## src/rtl/hier_tree_node.sv

```systemverilog
`default_nettype none
// ============================================================================
// Module      : hier_tree_node
// Description : N-way node of the hierarchy tree. Merges NUM_CHILDREN child
//               valid/ready streams into one upstream stream through a
//               round-robin arbiter and a single registered output entry.
//               up_id tags the child slot that supplied up_data.
//               Optional per-child grant counters are built when the macro
//               HIER_NODE_STATS_EN is defined (adds stat_sel/stat_count).
// Revision    : 1.0 - initial release
// ============================================================================
module hier_tree_node #(
    parameter int NUM_CHILDREN = 5,
    parameter int DATA_W       = 8,
    parameter int CNT_W        = 16,
    localparam int ID_W        = $clog2(NUM_CHILDREN)
) (
    input  logic                           clk,
    input  logic                           rst,
    input  logic [NUM_CHILDREN-1:0]        child_valid,
    input  logic [NUM_CHILDREN*DATA_W-1:0] child_data,
    output logic [NUM_CHILDREN-1:0]        child_ready,
    output logic                           up_valid,
    output logic [DATA_W-1:0]              up_data,
    output logic [ID_W-1:0]                up_id,
    input  logic                           up_ready,
    output logic                           busy
`ifdef HIER_NODE_STATS_EN
    ,
    input  logic [ID_W-1:0]                stat_sel,
    output logic [CNT_W-1:0]               stat_count
`endif
);

    localparam logic [ID_W:0]   c_n_ext = (ID_W+1)'(NUM_CHILDREN);
    localparam logic [ID_W-1:0] c_last  = ID_W'(NUM_CHILDREN-1);

    logic                    r_up_valid;
    logic [DATA_W-1:0]       r_up_data;
    logic [ID_W-1:0]         r_up_id;
    logic [ID_W-1:0]         r_ptr;

    logic                    w_accept;
    logic                    w_any;
    logic                    w_take;
    logic [ID_W-1:0]         w_win;
    logic [ID_W:0]           w_sum;
    logic [NUM_CHILDREN-1:0] w_grant;
    logic [ID_W-1:0]         w_ptr_next;
    logic [DATA_W-1:0]       w_child_data [NUM_CHILDREN];

    // Slice the flat child payload bus into one word per child slot.
    for (genvar g = 0; g < NUM_CHILDREN; g++) begin : g_unpack
        assign w_child_data[g] = child_data[g*DATA_W +: DATA_W];
    end

    // Entry can take a new item when empty or draining this cycle; reset
    // blocks acceptance so nothing is granted while rst is high.
    assign w_accept = (!r_up_valid || up_ready) && !rst;

    // Round-robin scan starting at r_ptr; scanning offsets from the top down
    // leaves the smallest offset (first valid child after ptr) as the winner.
    always_comb begin
        w_any = 1'b0;
        w_win = '0;
        w_sum = '0;
        for (int k = NUM_CHILDREN-1; k >= 0; k--) begin
            w_sum = {1'b0, r_ptr} + (ID_W+1)'(k);
            if (w_sum >= c_n_ext) begin
                w_sum = w_sum - c_n_ext;
            end
            if (child_valid[w_sum[ID_W-1:0]]) begin
                w_any = 1'b1;
                w_win = w_sum[ID_W-1:0];
            end
        end
    end

    assign w_grant     = w_any ? (NUM_CHILDREN'(1) << w_win) : '0;
    assign child_ready = w_grant & {NUM_CHILDREN{w_accept}};
    assign w_take      = w_accept && w_any;
    assign w_ptr_next  = (w_win == c_last) ? '0 : w_win + ID_W'(1);

    // Output entry: load on a child transfer (replacing in place if the
    // parent drains simultaneously), clear on a drain with no refill.
    always_ff @(posedge clk) begin
        if (rst) begin
            r_up_valid <= 1'b0;
            r_up_data  <= '0;
            r_up_id    <= '0;
            r_ptr      <= '0;
        end else if (w_take) begin
            r_up_valid <= 1'b1;
            r_up_data  <= w_child_data[w_win];
            r_up_id    <= w_win;
            r_ptr      <= w_ptr_next;
        end else if (r_up_valid && up_ready) begin
            r_up_valid <= 1'b0;
        end
    end

    assign up_valid = r_up_valid;
    assign up_data  = r_up_data;
    assign up_id    = r_up_id;
    assign busy     = (|child_valid) || r_up_valid;

`ifdef HIER_NODE_STATS_EN
    logic [CNT_W-1:0] w_cnt [NUM_CHILDREN];

    for (genvar g = 0; g < NUM_CHILDREN; g++) begin : g_stat
        logic [CNT_W-1:0] r_cnt;

        // Saturating count of transfers accepted from this child.
        always_ff @(posedge clk) begin
            if (rst) begin
                r_cnt <= '0;
            end else if (child_valid[g] && child_ready[g] && (r_cnt != '1)) begin
                r_cnt <= r_cnt + CNT_W'(1);
            end
        end

        assign w_cnt[g] = r_cnt;
    end

    // Selects beyond the last child slot read as zero.
    assign stat_count = ({1'b0, stat_sel} < c_n_ext) ? w_cnt[stat_sel] : '0;
`endif

endmodule
`default_nettype wire
```

## config.mk

```make
export PLATFORM = sky130hd
export DESIGN_NAME = hier_tree_node
export DESIGN_NICKNAME = d
export VERILOG_FILES = /design/src/rtl/hier_tree_node.sv
export SDC_FILE = /design/constraint.sdc
export NUM_CORES = 1
export LEC_CHECK = 0
export CELL_PAD_IN_SITES_DETAIL_PLACEMENT = 1
export CELL_PAD_IN_SITES_GLOBAL_PLACEMENT = 2
export CORE_MARGIN = 2
export CORE_UTILIZATION = 30
export DETAILED_ROUTE_END_ITERATION = 8
export PLACE_DENSITY = 0.86
export SLEW_MARGIN = 20
export SYNTH_ARGS = -nofsm -noshare
export SYNTH_HDL_FRONTEND = slang
export SYNTH_SLANG_ARGS = --single-unit
```

## constraint.sdc

```tcl
create_clock -name clk -period 6.2 [get_ports clk]
set_input_delay 1.24 -clock clk [delete_from_list [all_inputs] [get_ports clk]]
set_output_delay 1.24 -clock clk [all_outputs]
set_load 0.02 [all_outputs]
```

==> results of run 1 <==
[metrics by stage]
step	hold WS (ns)	cell area [um^2]	cells	total power [uW]	utilization [%]
floorplan	0.5637	2278	278	1614	-
global placement	0.4400	3019	435	1998	41.40
detailed placement	0.4446	3019	435	2010	41.40
CTS	0.4550	3064	439	2104	42.02
global route	0.4798	3073	439	2271	42.14
finish	0.4493	3073	439	2107	42.14
[cells in the final DEF, fill, tap and decap left out, drive strengths merged, types with 5 or more instances in the layout]
master         count
mux2              17
xnor2              5
o21ai             12
nor2b              6
ha                 9
nor3               7
mux2i              5
and2               5
a2111oi            5
clkdlybuf4s50     64
buf               13
nor2              10
a221o              8
a21o               5
inv               31
nand2             14
a211oi             6
dfxtp             15
o22ai             10
a21oi             19
nand2b             8
[power by group]
part	switching, uW	total [uW]	internal [uW]
clock	36.0	81.5	45.5
combinational	1020	1860	840
sequential	26.3	165	139
total	1080	2110	1020
[worst max path at each step]
stage / end / depth (start not counted)
2_1_floorplan: child_ready[3] / 9
3_3_place_gp: child_ready[3] / 9
3_5_place_dp: child_ready[3] / 9
4_1_cts: child_ready[3] / 9
5_1_grt: child_ready[3] / 9
6_report: child_ready[3] / 9
[state kept, by name, indices dropped and copies added (netlist names)]
register	flops
up_valid	1
up_id	3
up_data	8
r_ptr	3
[layer usage]
layer	vias to the layer above	GRT usage (%)	share of wire (%)
met3	12	2.905	4.7
li1	1161	-	-
met2	64	32.04	50
met5	-	0	0
met4	0	3.030	1.5
met1	1192	25.71	44
[worst max-delay path, delay by kind of cell]
family	cells	cell delay, ns
simple gates	4	1.28
buf+inv	2	1.22
mux	1	0.52
compound gates	2	0.45
[cell type report]
| class | count | area (um^2) |
|---|---|---|
| Clock buffer | 4 | 45.04 |
| Timing Repair Buffer | 78 | 750.7 |
| Multi-Input combinational cell | 212 | 1737 |
| Tap cell | 99 | 123.9 |
| Fill cell | 929 | 4219 |
| Sequential cell | 15 | 300.3 |
| Inverter | 31 | 116.4 |
[cells by family after synthesis]
logic type / Yosys count / share of synthesized area, %
fa+ha+maj: 10 / 5.821
buf+inv: 51 / 10.87
simple gates: 78 / 20.81
mux: 26 / 14.55
compound gates: 93 / 32.84
flops: 15 / 13.18
xor+xnor: 5 / 1.922
[repair_timing]
action                     4_1_cts  5_1_grt
setup endpoints to repair        0        2
hold endpoints to repair         0        0
resized for setup                0        2
buffers inserted                 0        0
==> impl_results.md, run 1 <==
- Post-Synthesis Cells: 278
- Htree depth: 1
- Minimum clock period: about 6.0 ns
- Dominant synthesized flop cell: dfxtp_1
- Share of cells above drive strength 1: 15.29%
- Drt first-iter violations: 119
- FF-to-FF path depth: 12
- First-pass GRT wire length: 12,810 um
- Final antenna-violating net count: 0
- R2R Setup Slk: approximately 1.8 ns
- Hold path cells: 1
- Hold path startpoint: up_id[2]
- Critical path data required time: slightly below 5 ns
- R2R Path Start: r_ptr[1]
- Setup WS post-layout: between 0.2 and 0.25 ns
- Post-synth net total: between 300 and 400
- Hold EP: up_id[2]
- Remaining DRCs: 0
- Ant. Diodes: 0
- Unrepaired setup endpoints after global routing: false
- Synthesized cell area: 2278 um^2
- GR Overflow Total: 0
- Pleak: 0.001195 uW
- Period utilization: between 90% and 100%
- Startpoint Class: primary input
- Yosys top cell area share: 13.18%
- Routed len/inst: roughly 18 um
- Largest net degree at the start of global routing: 26
- GRT Total Usage: between 10% and 20%
- Synth area leaders: dfxtp_1 13%, mux2_2 5.9%, inv_1 5.1%, ha_1 4.9%, a21oi_1 4.0%
- Post-synthesis sequential area ratio: around an eighth
- CP max stage delay: around 0.67 ns
- Initial antenna violation count: 0
- Worst Hold Class: reg -> reg
- CTS Root Cell: clkbuf_8
- RePlAce Congestion: slightly above 0.9
- Worst r2r dst: up_data[7]
- HPWL after DPL: ~6600 um
- Setup Skew: roughly 0.010 ns
- EDFF count, synth: 0
- Most common cell on crit path: clkdlybuf4s50_1
- Port-buffer cells: 65
- Pre-CTS WS: roughly 0.22 ns
- CP Launch Point: child_valid[3]
- Synth Area per Inst: ~8 um^2
- CTS max path bufs: 2
- Setup TNS: 0 ns
- Final slew viol count: 0
- Worst EP arrival: between 4 and 5 ns
- Total CTS buffers: 3
- Crit Path Category: in -> out
- Row count: 31
- Crit path max fanout: 8
- Die W: around 91 um
- CTS Sinks: 15
- Fmax: about 0.17 GHz
- Status: complete, no violations
- Tightest Pin Transition: 0.7002 ns
- Vias in the first global route: 2,440
- Vias per std cell: around 5.5
- Die area: ~8300 um^2
- Final net count: between 300 and 400
- Core area: between 7000 and 8000 um^2
- Count of cell types in the netlist: 72
- Starting Density: 31.25%
- Final Hold Viols: 0
- Max VDD drop: approximately 0.3 mV
- Yosys Warn Count: 0
- Crit path max-delay cell type: clkdlybuf4s50_1
- Cell Chain, Critical Path: clkdlybuf4s50_1, mux4_2, a32o_1, or3_4, nor3_4, o211ai_1, and3_1, nor3_1, clkdlybuf4s50_1
- CTS tree: built
- Yosys top cell by area: dfxtp_1
- Clock-pin slew on the worst setup and hold paths: 0.06 ns
- Max-Cap Viols: 0
- P per Cell Area: a little under 700 nW/um^2
- Crit. End Element: output pin
- Top-count cell post-synth: inv_1
- Final setup violation count: 0
- Clk_lat worst skew: about 0.25 ns
- I/O pins: 66
- 1st-pass router iterations: 4
- Top post-synthesis cells by count: 31 x inv_1, 18 x a21oi_1, 15 x dfxtp_1, 14 x nand2_1
- Post-Route WL: about 8100 um
- Register bit total from synthesis: 15
- Hold-fix buffers, CTS: 0
- Slew HR: a little over half
- Die Ht: around 90 um
- Via Count: approximately 2,400
- Area Growth Syn to Fin: 34.87%
- Async SR Flop Fraction: 0%
No activity file was read; power rests on OpenSTA's default activity.
==> inputs of run 2 (changes only) <==
Settings changed: TNS_END_PERCENT set to 10.
==> results of run 2 <==
The final DEF is identical to that of run 1; final timing and power are the same.
